## src/rtl/ofdm_bit_encoder_if.sv

```systemverilog
// Handshake and configuration bundle between the MAC / TX interleaver side and ofdm_bit_encoder.
interface ofdm_bit_encoder_if #(
    parameter int NUM_BITS_W = 20
);
    logic                  enable;
    logic                  start;
    logic [7:0]            rate;
    logic                  do_scramble;
    logic [6:0]            scram_seed;
    logic [15:0]           num_bytes;
    logic [NUM_BITS_W-1:0] num_bits_to_encode;
    logic [7:0]            byte_in;
    logic                  byte_in_strobe;
    logic                  byte_in_ready;
    logic                  coded_bit;
    logic                  coded_bit_strobe;
    logic                  coded_bit_ready;
    logic                  busy;
    logic                  done;

    modport master (
        output enable, start, rate, do_scramble, scram_seed, num_bytes,
               num_bits_to_encode, byte_in, byte_in_strobe, coded_bit_ready,
        input  byte_in_ready, coded_bit, coded_bit_strobe, busy, done
    );

    modport slave (
        input  enable, start, rate, do_scramble, scram_seed, num_bytes,
               num_bits_to_encode, byte_in, byte_in_strobe, coded_bit_ready,
        output byte_in_ready, coded_bit, coded_bit_strobe, busy, done
    );
endinterface

```

## src/rtl/ofdm_bit_encoder.sv

```systemverilog
// TX bit pipeline: byte serialize, SERVICE/tail/pad insert, scramble, K=7 conv encode, puncture.
// First coded bit 2 cycles after start; one uncoded bit issued only when the 2-entry output FIFO has room.
module ofdm_bit_encoder #(
    parameter int NUM_BITS_W = 20
) (
    input  logic              clock,
    input  logic              reset_n,
    ofdm_bit_encoder_if.slave bus
);
    typedef enum logic [2:0] {
        S_IDLE, S_SERVICE, S_DATA, S_TAIL, S_PAD, S_FLUSH
    } state_t;

    typedef enum logic [1:0] {RATE_12, RATE_23, RATE_34} rate_t;

    localparam logic [NUM_BITS_W-1:0] BITS_ONE = 1;

    state_t                r_state, w_state_nxt;
    rate_t                 r_rate, w_rate_dec;
    logic                  r_scr_en;
    logic [15:0]           r_num_bytes;
    logic [NUM_BITS_W-1:0] r_num_bits, r_bit_count;
    logic [18:0]           r_sub_cnt;
    logic [1:0]            r_phase;
    logic [6:0]            r_scr;
    logic [5:0]            r_conv;
    logic [7:0]            r_sr;
    logic [3:0]            r_sr_cnt;
    logic [1:0]            r_fifo, w_fifo_nxt;
    logic [1:0]            r_fifo_cnt, w_fifo_cnt_nxt, w_base;
    logic                  r_done;

    logic        w_en, w_start, w_at_limit, w_issue_state, w_byte_rdy, w_byte_acc;
    logic        w_pop, w_push_two, w_have_bit, w_issue, w_last;
    logic [2:0]  w_fill;
    logic        w_data_bit, w_raw_bit, w_fb, w_scr_bit, w_enc_in, w_a, w_b, w_first;
    logic [18:0] w_data_end;
    logic        w_unused_rate;

    assign w_unused_rate = ^bus.rate[7:4];

    always_comb begin
        w_rate_dec = RATE_12;
        case (bus.rate[3:0])
            4'h8:                   w_rate_dec = RATE_23;
            4'hC, 4'hD, 4'hE, 4'hF: w_rate_dec = RATE_34;
            default:                w_rate_dec = RATE_12;
        endcase
    end

    assign w_en          = bus.enable;
    assign w_start       = w_en && bus.start && (r_state == S_IDLE);
    assign w_at_limit    = (r_bit_count == r_num_bits);
    assign w_issue_state = (r_state == S_SERVICE) || (r_state == S_DATA) ||
                           (r_state == S_TAIL)    || (r_state == S_PAD);
    assign w_byte_rdy    = (r_state == S_DATA) && (r_sr_cnt == 4'd0) && !w_at_limit;
    assign w_byte_acc    = w_en && bus.byte_in_strobe && w_byte_rdy;
    assign w_pop         = w_en && (r_fifo_cnt != 2'd0) && bus.coded_bit_ready;

    // Push count depends on puncture phase; the issue is gated so the FIFO never exceeds 2 entries.
    assign w_push_two = (r_rate == RATE_12) || (r_phase == 2'd0);
    assign w_fill     = {1'b0, r_fifo_cnt} + (w_push_two ? 3'd2 : 3'd1) - {2'b00, w_pop};
    assign w_have_bit = (r_state != S_DATA) || (r_sr_cnt != 4'd0) || w_byte_acc;
    assign w_issue    = w_en && w_issue_state && !w_at_limit && (w_fill <= 3'd2) && w_have_bit;

    // An empty shift register lets the incoming byte's LSB go straight through.
    assign w_data_bit = (r_sr_cnt != 4'd0) ? r_sr[0] : bus.byte_in[0];
    assign w_raw_bit  = (r_state == S_DATA) && w_data_bit;
    assign w_fb       = r_scr[6] ^ r_scr[3];
    assign w_scr_bit  = r_scr_en ? (w_raw_bit ^ w_fb) : w_raw_bit;
    assign w_enc_in   = (r_state != S_TAIL) && w_scr_bit;
    assign w_a        = w_enc_in ^ r_conv[1] ^ r_conv[2] ^ r_conv[4] ^ r_conv[5];
    assign w_b        = w_enc_in ^ r_conv[0] ^ r_conv[1] ^ r_conv[2] ^ r_conv[5];
    assign w_first    = ((r_rate == RATE_34) && (r_phase == 2'd2)) ? w_b : w_a;

    assign w_data_end = {r_num_bytes, 3'b000} - 19'd1;

    always_comb begin
        w_last = 1'b0;
        case (r_state)
            S_SERVICE: w_last = (r_sub_cnt == 19'd15);
            S_DATA:    w_last = (r_sub_cnt == w_data_end);
            S_TAIL:    w_last = (r_sub_cnt == 19'd5);
            default:   w_last = 1'b0;
        endcase
    end

    always_comb begin
        w_state_nxt = r_state;
        case (r_state)
            S_IDLE: begin
                if (w_start) begin
                    if (bus.do_scramble)             w_state_nxt = S_SERVICE;
                    else if (bus.num_bytes != 16'd0) w_state_nxt = S_DATA;
                    else                             w_state_nxt = S_PAD;
                end
            end
            S_SERVICE: begin
                if (w_en && w_at_limit)    w_state_nxt = S_FLUSH;
                else if (w_issue && w_last) w_state_nxt = (r_num_bytes != 16'd0) ? S_DATA : S_TAIL;
            end
            S_DATA: begin
                if (w_en && w_at_limit)    w_state_nxt = S_FLUSH;
                else if (w_issue && w_last) w_state_nxt = r_scr_en ? S_TAIL : S_PAD;
            end
            S_TAIL: begin
                if (w_en && w_at_limit)    w_state_nxt = S_FLUSH;
                else if (w_issue && w_last) w_state_nxt = S_PAD;
            end
            S_PAD: begin
                if (w_en && w_at_limit) w_state_nxt = S_FLUSH;
            end
            S_FLUSH: begin
                if (w_en && (r_fifo_cnt == 2'd0)) w_state_nxt = S_IDLE;
            end
            default: w_state_nxt = S_IDLE;
        endcase
    end

    // Head of the FIFO is entry 0; a push lands behind whatever survives this cycle's pop.
    always_comb begin
        w_fifo_nxt     = r_fifo;
        w_base         = r_fifo_cnt;
        w_fifo_cnt_nxt = r_fifo_cnt;
        if (w_pop) begin
            w_fifo_nxt = {1'b0, r_fifo[1]};
            w_base     = r_fifo_cnt - 2'd1;
        end
        w_fifo_cnt_nxt = w_base;
        if (w_issue) begin
            if (w_base == 2'd0) begin
                w_fifo_nxt[0] = w_first;
                if (w_push_two) w_fifo_nxt[1] = w_b;
            end else begin
                w_fifo_nxt[1] = w_first;
            end
            w_fifo_cnt_nxt = w_base + (w_push_two ? 2'd2 : 2'd1);
        end
    end

    always_ff @(posedge clock or negedge reset_n) begin
        if (!reset_n) r_state <= S_IDLE;
        else          r_state <= w_state_nxt;
    end

    always_ff @(posedge clock or negedge reset_n) begin
        if (!reset_n) begin
            r_rate      <= RATE_12;
            r_scr_en    <= 1'b0;
            r_num_bytes <= '0;
            r_num_bits  <= '0;
            r_bit_count <= '0;
            r_sub_cnt   <= '0;
            r_phase     <= '0;
            r_scr       <= '0;
            r_conv      <= '0;
            r_sr        <= '0;
            r_sr_cnt    <= '0;
            r_fifo      <= '0;
            r_fifo_cnt  <= '0;
            r_done      <= 1'b0;
        end else if (w_en) begin
            r_fifo     <= w_fifo_nxt;
            r_fifo_cnt <= w_fifo_cnt_nxt;
            r_done     <= (r_state == S_FLUSH) && (r_fifo_cnt == 2'd0);
            if (w_start) begin
                r_rate      <= w_rate_dec;
                r_scr_en    <= bus.do_scramble;
                r_num_bytes <= bus.num_bytes;
                r_num_bits  <= bus.num_bits_to_encode;
                r_bit_count <= '0;
                r_sub_cnt   <= '0;
                r_phase     <= '0;
                r_scr       <= (bus.scram_seed == 7'd0) ? 7'h7F : bus.scram_seed;
                r_conv      <= '0;
                r_sr        <= '0;
                r_sr_cnt    <= '0;
            end else begin
                if (w_issue && (r_state == S_DATA)) begin
                    if (r_sr_cnt != 4'd0) begin
                        r_sr     <= {1'b0, r_sr[7:1]};
                        r_sr_cnt <= r_sr_cnt - 4'd1;
                    end else begin
                        r_sr     <= {1'b0, bus.byte_in[7:1]};
                        r_sr_cnt <= 4'd7;
                    end
                end else if (w_byte_acc) begin
                    r_sr     <= bus.byte_in;
                    r_sr_cnt <= 4'd8;
                end
                if (w_issue) begin
                    r_bit_count <= r_bit_count + BITS_ONE;
                    r_sub_cnt   <= w_last ? 19'd0 : r_sub_cnt + 19'd1;
                    r_conv      <= {r_conv[4:0], w_enc_in};
                    if (r_scr_en) r_scr <= {r_scr[5:0], w_fb};
                    case (r_rate)
                        RATE_23: r_phase <= (r_phase == 2'd0) ? 2'd1 : 2'd0;
                        RATE_34: r_phase <= (r_phase == 2'd2) ? 2'd0 : r_phase + 2'd1;
                        default: r_phase <= 2'd0;
                    endcase
                end
            end
        end
    end

    assign bus.byte_in_ready    = w_byte_rdy;
    assign bus.coded_bit        = r_fifo[0];
    assign bus.coded_bit_strobe = (r_fifo_cnt != 2'd0);
    assign bus.busy             = (r_state != S_IDLE);
    assign bus.done             = r_done;
endmodule

```

## src/flat_wrapper.sv

```systemverilog
// flat-port wrapper written by rule: the top's interface ports become plain ports
module ofdm_bit_encoder_flat 
#(
    parameter int NUM_BITS_W = 20
)
  (clock, reset_n, bus_enable, bus_start, bus_rate, bus_do_scramble, bus_scram_seed, bus_num_bytes, bus_num_bits_to_encode, bus_byte_in, bus_byte_in_strobe, bus_coded_bit_ready, bus_byte_in_ready, bus_coded_bit, bus_coded_bit_strobe, bus_busy, bus_done);
  ofdm_bit_encoder_if #(.NUM_BITS_W(NUM_BITS_W)) bus_i ();
  input  logic clock;
  input  logic reset_n;
  input wire logic [$bits(bus_i.enable)-1:0] bus_enable;
  input wire logic [$bits(bus_i.start)-1:0] bus_start;
  input wire logic [$bits(bus_i.rate)-1:0] bus_rate;
  input wire logic [$bits(bus_i.do_scramble)-1:0] bus_do_scramble;
  input wire logic [$bits(bus_i.scram_seed)-1:0] bus_scram_seed;
  input wire logic [$bits(bus_i.num_bytes)-1:0] bus_num_bytes;
  input wire logic [$bits(bus_i.num_bits_to_encode)-1:0] bus_num_bits_to_encode;
  input wire logic [$bits(bus_i.byte_in)-1:0] bus_byte_in;
  input wire logic [$bits(bus_i.byte_in_strobe)-1:0] bus_byte_in_strobe;
  input wire logic [$bits(bus_i.coded_bit_ready)-1:0] bus_coded_bit_ready;
  output wire logic [$bits(bus_i.byte_in_ready)-1:0] bus_byte_in_ready;
  output wire logic [$bits(bus_i.coded_bit)-1:0] bus_coded_bit;
  output wire logic [$bits(bus_i.coded_bit_strobe)-1:0] bus_coded_bit_strobe;
  output wire logic [$bits(bus_i.busy)-1:0] bus_busy;
  output wire logic [$bits(bus_i.done)-1:0] bus_done;
  assign bus_i.enable = bus_enable;
  assign bus_i.start = bus_start;
  assign bus_i.rate = bus_rate;
  assign bus_i.do_scramble = bus_do_scramble;
  assign bus_i.scram_seed = bus_scram_seed;
  assign bus_i.num_bytes = bus_num_bytes;
  assign bus_i.num_bits_to_encode = bus_num_bits_to_encode;
  assign bus_i.byte_in = bus_byte_in;
  assign bus_i.byte_in_strobe = bus_byte_in_strobe;
  assign bus_i.coded_bit_ready = bus_coded_bit_ready;
  assign bus_byte_in_ready = bus_i.byte_in_ready;
  assign bus_coded_bit = bus_i.coded_bit;
  assign bus_coded_bit_strobe = bus_i.coded_bit_strobe;
  assign bus_busy = bus_i.busy;
  assign bus_done = bus_i.done;
  ofdm_bit_encoder #(.NUM_BITS_W(NUM_BITS_W)) u_core (.clock(clock), .reset_n(reset_n), .bus(bus_i));
endmodule
```

## config.mk

```make
export PLATFORM = sky130hd
export DESIGN_NAME = ofdm_bit_encoder_flat
export DESIGN_NICKNAME = d
export VERILOG_FILES = /design/src/rtl/ofdm_bit_encoder_if.sv /design/src/rtl/ofdm_bit_encoder.sv /design/src/flat_wrapper.sv
export SDC_FILE = /design/constraint.sdc
export NUM_CORES = 1
export LEC_CHECK = 0
export ABC_AREA = 1
export CORE_UTILIZATION = 30
export CTS_CLUSTER_DIAMETER = 150
export DETAILED_ROUTE_END_ITERATION = 8
export PLACE_DENSITY = 0.57
export SKIP_CTS_REPAIR_TIMING = 1
export SLEW_MARGIN = 0
export SYNTH_ARGS = -nofsm -noshare
export SYNTH_HDL_FRONTEND = slang
export SYNTH_SLANG_ARGS = --single-unit
```

## constraint.sdc

```tcl
create_clock -name clock -period 3 [get_ports clock]
set_input_delay 0.9 -clock clock [delete_from_list [all_inputs] [get_ports clock]]
set_output_delay 0.9 -clock clock [all_outputs]
set_load 0.05 [all_outputs]
```

* Yosys cells after proc, flatten, opt, wreduce, memory -nomap -nowiden *
Cells that the tools add are included.

operators by class
  add/subtract/negate cells = 9
  multiply operators = 0
  div/mod/pow operators = 0
  magnitude comparators = 1
  eq/ne operators = 25
  shift-type cells = 0
  muxes and demuxes = 52
  bitwise operators = 10
  reduce and logical (&&, ||, !) cells = 48

operators by type and width
  cell                   count
  $mux 19                3
  $mux 20                2
  $mux 3                 12
  $mux 7                 5
  $reduce_bool 16->1     2
  $mux 8                 3
  $add 20x1->20 const B  1
  $eq 20x20->1           1
  $eq 4x4->1 const B     5
  $logic_and 1x1->1      20
  $add 19x1->19 const B  1
  $eq 19x19->1           1
  $eq 19x3->1 const B    1
  $eq 19x4->1 const B    1
  $sub 19x1->19 const B  1
  $mux 2                 9
  $pmux 3 s6             1
  $mux 4                 4
  $mux 6                 2
  $xor 1x1->1            10
  $logic_not 2->1        4
  $mux 1                 8
  $pmux 2 s2             2
  $logic_not 7->1        1
  other kinds (29)       45

storage, ports and cells
  register bits after elaboration = 113
  bits in latches = 0
  memory bits (writable) = 0
  ROM bits = 0
  input bits = 66
  output and inout port bits = 5
  logic and storage cells = 160
  memories kept = 0

* Depth between registers and ports, before layout *
  depth in word-level cells = 13
  gate-level depth with buffers = 20
  depth with buffers taken out = 20

* Worst setup path after synthesis *
Ideal clock, no wire load.

  path type = register to register
  start point = register u_core.r_fifo_cnt[1]
  end point = register u_core.r_sr[0]
  library setup time = 123 ps
  data arrival time = 3238 ps
  data required time = 2877 ps
  setup slack = -361 ps
  stages on the path, launching flop included = 19
  path buffers = 1
  period minus slack after synthesis = 3361 ps
  cells stage by stage = dfrtp_1 > inv_1 > ha_1 > inv_1 > nand3_1 > inv_1 > ha_1 > inv_1 > ha_1 > inv_1 > fa_1 > o21ai_0 > nor3_4 > o211ai_4 > inv_4 > nand2_4 > buf_2 > o21ai_1 > o21ai_1

between the ends
  word-level cells in the longest chain between the ends = 10
  elaborated cells between the ends (all ways) = 13
  classes of those cells = add/sub: 2; order compare: 1; mux: 2; reduce/logical: 8

RTL lines
  what                                                                 RTL line                 RTL
  start, declared                                                      ofdm_bit_encoder.sv:30   logic [1:0] r_fifo_cnt, w_fifo_cnt_nxt, w_base;
  start signal, assigned                                               ofdm_bit_encoder.sv:164  r_fifo_cnt <= w_fifo_cnt_nxt;
  $reduce_bool 2->1 *                                                  --
  via bus_coded_bit_strobe                                             flat_wrapper.sv:22       output wire logic [$bits(bus_i.coded_bit_strobe)-1:0] bus_coded_bit_strobe;
  $logic_and 1x1->1 * (2 in series)                                    ofdm_bit_encoder.sv:58   assign w_pop = w_en && (r_fifo_cnt != 2'd0) && bus.coded_bit_ready;
  $sub 3x1->3 *                                                        ofdm_bit_encoder.sv:62   assign w_fill = {1'b0, r_fifo_cnt} + (w_push_two ? 3'd2 : 3'd1) - {2'b00, w_pop};
  $le 3x2->1 *                                                         ofdm_bit_encoder.sv:64   assign w_issue = w_en && w_issue_state && !w_at_limit && (w_fill <= 3'd2) && w_have_bit;
  $logic_and 1x1->1 * (2 in series)                                    ofdm_bit_encoder.sv:64
  $logic_and 1x1->1 *                                                  ofdm_bit_encoder.sv:179  if (w_issue && (r_state == S_DATA)) begin
  $reduce_bool 3->1 (no source line) / $mux 8 (equally long branches)  --
  $reduce_and 2->1 (no source line) / $mux 8 (equally long branches)   --
  end signal, assigned                                                 ofdm_bit_encoder.sv:181  r_sr <= {1'b0, r_sr[7:1]};
  end signal, assigned                                                 ofdm_bit_encoder.sv:184  r_sr <= {1'b0, bus.byte_in[7:1]};
  end signal, assigned                                                 ofdm_bit_encoder.sv:188  r_sr <= bus.byte_in;
  end, declared                                                        ofdm_bit_encoder.sv:27   logic [7:0] r_sr;

The timed path passes the listed nets; every way through them passes the cells marked *.
A chain may end at the register's enable or synchronous reset.

* Final worst setup path *
  start point = register u_core.r_fifo_cnt[1]
  end point = register u_core.r_scr[0]

between the ends
  word-level cells in the longest chain between the ends = 9
  elaborated cells between the ends (all ways) = 10
  classes of those cells = add/sub: 2; order compare: 1; reduce/logical: 7

RTL lines
  what                                                 RTL line                 RTL
  branches (longest 3 deep; another with $add 2x3->3)  --
  $sub 3x1->3 *                                        ofdm_bit_encoder.sv:62
  $le 3x2->1 *                                         ofdm_bit_encoder.sv:64
  $logic_and 1x1->1 * (2 in series)                    ofdm_bit_encoder.sv:64
  $reduce_bool 2->1 (no source line) *                 --
  $reduce_and 3->1 (no source line) *                  --
  end signal, assigned                                 ofdm_bit_encoder.sv:174  r_scr <= (bus.scram_seed == 7'd0) ? 7'h7F : bus.scram_seed;
  end signal, assigned                                 ofdm_bit_encoder.sv:195  if (r_scr_en) r_scr <= {r_scr[5:0], w_fb};
  end, declared                                        ofdm_bit_encoder.sv:25   logic [6:0] r_scr;

Mark *: on every way between the ends.

==> results by group <==
Worst setup path
  – Max incr delay on CP: between 0.5 and 0.6 ns
  – Crit path from: u_core.r_fifo_cnt[1]$_DFFE_PN0P_
  – Crit. path cell count: 18
  – Critical path, cell by cell: inv_2, ha_4, clkinvlp_4, nand3_2, inv_2, ha_4, inv_4, ha_4, inv_2, fa_2, o21ai_2, nor3_4, o211ai_4, nand2_4, inv_8, nor2_8, o211ai_1, o21a_1
  – Worst Path Buf+Inv: 6
  – CP startpoint kind: flop
  – Worst r2r src: u_core.r_fifo_cnt[1]$_DFFE_PN0P_
  – Data required, critical path: roughly 3.3 ns
  – CP arrival: 3.34 ns
  – Worst flop-to-flop path endpoint: u_core.r_scr[0]$_DFFE_PN0P_
  – Family with the most delay on the worst path: adder cells
  – Crit Path Category: flop to flop
  – R2R Setup Slk: -0.03 ns
  – Reg2Reg Depth: 18
  – Worst path slowest cell: fa_2
  – Peak fanout along the critical path: 6
  – Worst setup path endpoint: u_core.r_scr[0]$_DFFE_PN0P_
  – Worst setup EP type: flop

Synthesis
  – Compound-Gate Fraction of Synth Area: 0.1259
  – Adder-Cell Fraction of Synth Area: 0.02401
  – Sequential area share after synthesis: 0.3990
  – Yosys warning count: 0
  – Netlist cell types: 50
  – Mapped Nets: around 1000
  – Post-synth ARST share: 1.000
  – Synth Instances: ~920
  – Top_reg_cell synth: dfrtp_1
  – Post-synthesis mux area share: 0.001412
  – Post-synthesis xor/xnor area fraction: 0.06921
  – Post-synth EDFFs: 0
  – Synth top area share: 0.3990
  – Yosys top cell by area: dfrtp_1
  – #FFs+latches synth: 113
  – Largest family of logic cells by synthesized area: simple AND/OR/NAND/NOR gates
  – Mapped Avg Cell Area: between 7 and 8 µm²
  – Synth top area cells: dfrtp_1 40%, nand2_1 13%, inv_1 5.2%, o21ai_0 4.9%, nand3_1 4.6%
  – Simple-gate portion of the synthesized area: 0.2966
  – Synth Cell Area: 7087 µm²

Clock network
  – Clock sinks: about 110
  – CTS buffer count: 17
  – CTS HTree Levels: 4
  – Worst skew pair latency: approximately 0.43 ns
  – CTS Buffer Depth: 2
  – Worst-path clk slew: around 0.060 ns
  – CTS tree: built
  – CTS root buffer: clkbuf_16

Global route
  – Initial antenna violation count: 0
  – Vias in the first global route: 5929
  – GRT Total Usage: 0.1528
  – First-pass GRT wire length: 29320 µm
  – Largest net degree at the start of global routing: 48
  – Grt total ovfl: 0

STA
  – Final setup viols: 5
  – Final setup margin: -0.02623 ns
  – Max_slew headroom: 0.5843
  – Final hold vios: 0
  – Fin. max-slew vios: 0
  – Worst-case clock skew: 0.01549 ns
  – Max Freq: between 300 and 400 MHz
  – Worst Tran Pin Value: 0.6190 ns
  – RSZ-0062 raised after global routing: true
  – Tcrit/Tclk final: 1.009
  – Period minus WS final: slightly above 3 ns

Routing
  – Final ANT Viol Nets: 0
  – Routed length on met2: 8056 µm
  – Metal-1 WL: about 9000 µm
  – Initial DRC Count: about 380
  – Via count: 6334
  – DR pass1 iterations: 5
  – Via density: 4.706
  – Drt total wl: between 15000 and 20000 µm
  – Top layer used by detailed routing: met4
  – Met3 Wirelength: just over 600 µm
  – Routed length per instance: around 13 µm
  – # DRC: 0

Die
  – Die footprint: 24240 µm²
  – Core area: between 20000 and 25000 µm²
  – Cell Rows: between 50 and 60
  – Initial core utilization: 0.3093
  – Die W: ~160 µm
  – Die Ht: roughly 160 µm
  – Top-Level Pins: a little over 70

Placed design
  – Detailed placer's ending HPWL: 12910 µm
  – Inst Count DP: 1300
  – Port Buffers: 66
  – Gpl congestion: ~0.85
  – DP Worst Slack: -0.6536 ns

Hold path
  – HP Class: input port to async pin

Layout
  – Antenna diode count: 0
  – Fin nets: between 1000 and 1500
  – Most common cell after layout, fill and taps aside: nand2_1
  – Final Non-Filler Cells: ~1300
  – Layout cells sized above 1: 0.1655
  – Most frequent cells in the layout: 243 x nand2_1, 112 x dfrtp_1, 91 x inv_1, 62 x nand3_1, 61 x clkdlybuf4s50_1
  – Fillers: ~2400
  – Synthesis-to-layout area growth: 30.07%

Pwr
  – VDD IR max: between 0.0004 and 0.0005 V
  – Overall power: ~8500 µW
  – Cell Pwr Density: approximately 920 nW/µm²
  – Leakage: roughly 0.0040 µW

Outcome
  – Failing checks: setup timing
  – Status: finished with violations

Job
  – Max-cap violations: 0
-- logic make-up after synthesis --
family                     Yosys count
AOI/OAI and AO/OA                  143
xor gates and xnor gates            56
adders and majority gates           13
buffers and inverters              140
DFF                                113
muxes                                1
and+or+nand+nor                    457
-- worst reg2reg max path: cells and delay by family (launching register included) --
family	cells	cell delay, ns
flops	1	0.39
buf+inv	6	0.40
simple gates	4	0.62
compound gates	4	0.49
fa+ha+maj	4	1.02
-- layout make-up --
class,instances,area (µm²),share of cell area
Clock buffer,19,442.9,0.04805
Clock inverter,13,162.7,0.01765
Timing Repair Buffer,105,1045,0.1133
Tap cell,313,391.6,0.04249
Inverter,111,445.4,0.04832
Multi-Input combinational cell,672,3901,0.4232
Sequential cell,113,2829,0.3069
-- sequential cells by signal (all words and copies together) (netlist names) --
| signal | count |
|---|---|
| u_core.r_sub_cnt | 19 |
| u_core.r_scr | 7 |
| u_core.r_fifo_cnt | 2 |
| u_core.r_bit_count | 20 |
| u_core.r_num_bytes | 16 |
| u_core.r_scr_en | 1 |
| u_core.r_conv | 6 |
| u_core.r_phase | 2 |
| u_core.r_num_bits | 20 |
| u_core.r_fifo | 2 |
| u_core.r_state | 3 |
| u_core.bus.done | 1 |
| u_core.r_rate | 2 |
| u_core.r_sr_cnt | 4 |
| u_core.r_sr | 8 |
-- Yosys cell counts (11+ instances only) --
library cell / n
xnor2_1: 25
clkbuf_1: 12
ha_1: 12
nor3_1: 15
inv_2: 11
nand3_1: 65
inv_1: 98
o21ai_1: 15
o31ai_1: 12
nor2_1: 61
xor2_1: 31
o21ai_0: 69
nand2_1: 246
dfrtp_1: 113
nand4_1: 28
-- worst min path at each step --
stage | startpoint | to | slack (ns) | depth (start not counted)
detailed placement | u_core.r_sr[7]$_DFFE_PN0P_ | u_core.r_sr[7]$_DFFE_PN0P_ | 0.46 | 2
finish | reset_n | u_core.r_num_bytes[3]$_DFFE_PN0P_ | 0.41 | 1
global placement | u_core.r_sr[7]$_DFFE_PN0P_ | u_core.r_sr[7]$_DFFE_PN0P_ | 0.46 | 2
CTS | reset_n | u_core.r_num_bytes[3]$_DFFE_PN0P_ | 0.43 | 1
global route | reset_n | u_core.r_num_bytes[1]$_DFFE_PN0P_ | 0.45 | 1
floorplan | u_core.r_sr[7]$_DFFE_PN0P_ | u_core.r_sr[7]$_DFFE_PN0P_ | 0.44 | 2
-- metrics by stage --
stage | utilization | hold slack (ns) | TNS [ns] | area, µm²
after global placement | 0.3621 | 0.4556 | -40.58 | 8297
after detailed placement | 0.3621 | 0.4645 | -42.70 | 8297
after CTS | 0.3885 | 0.4253 | -11.65 | 8902
after global routing | 0.4022 | 0.4468 | -5.913 | 9218
after floorplan | - | 0.4422 | -0.4927 | 7169
final | 0.4022 | 0.4147 | -0.06145 | 9218
-- power breakdown --
group	switching, µW	internal [µW]	leakage, µW
registers	465	2040	0.00147
clock network	753	1330	0.000289
logic	2390	1530	0.00225
total	3610	4890	0.00401
-- layer usage --
| metal | track usage | vias to the layer above |
|---|---|---|
| met2 | 0.2362 | 120 |
| li1 | - | 3248 |
| met3 | 0.02972 | 14 |
| met1 | 0.2128 | 2952 |
| met5 | 0 | - |
| met4 | 0.05135 | 0 |
Note: power is estimated with default switching activity, not from simulation.
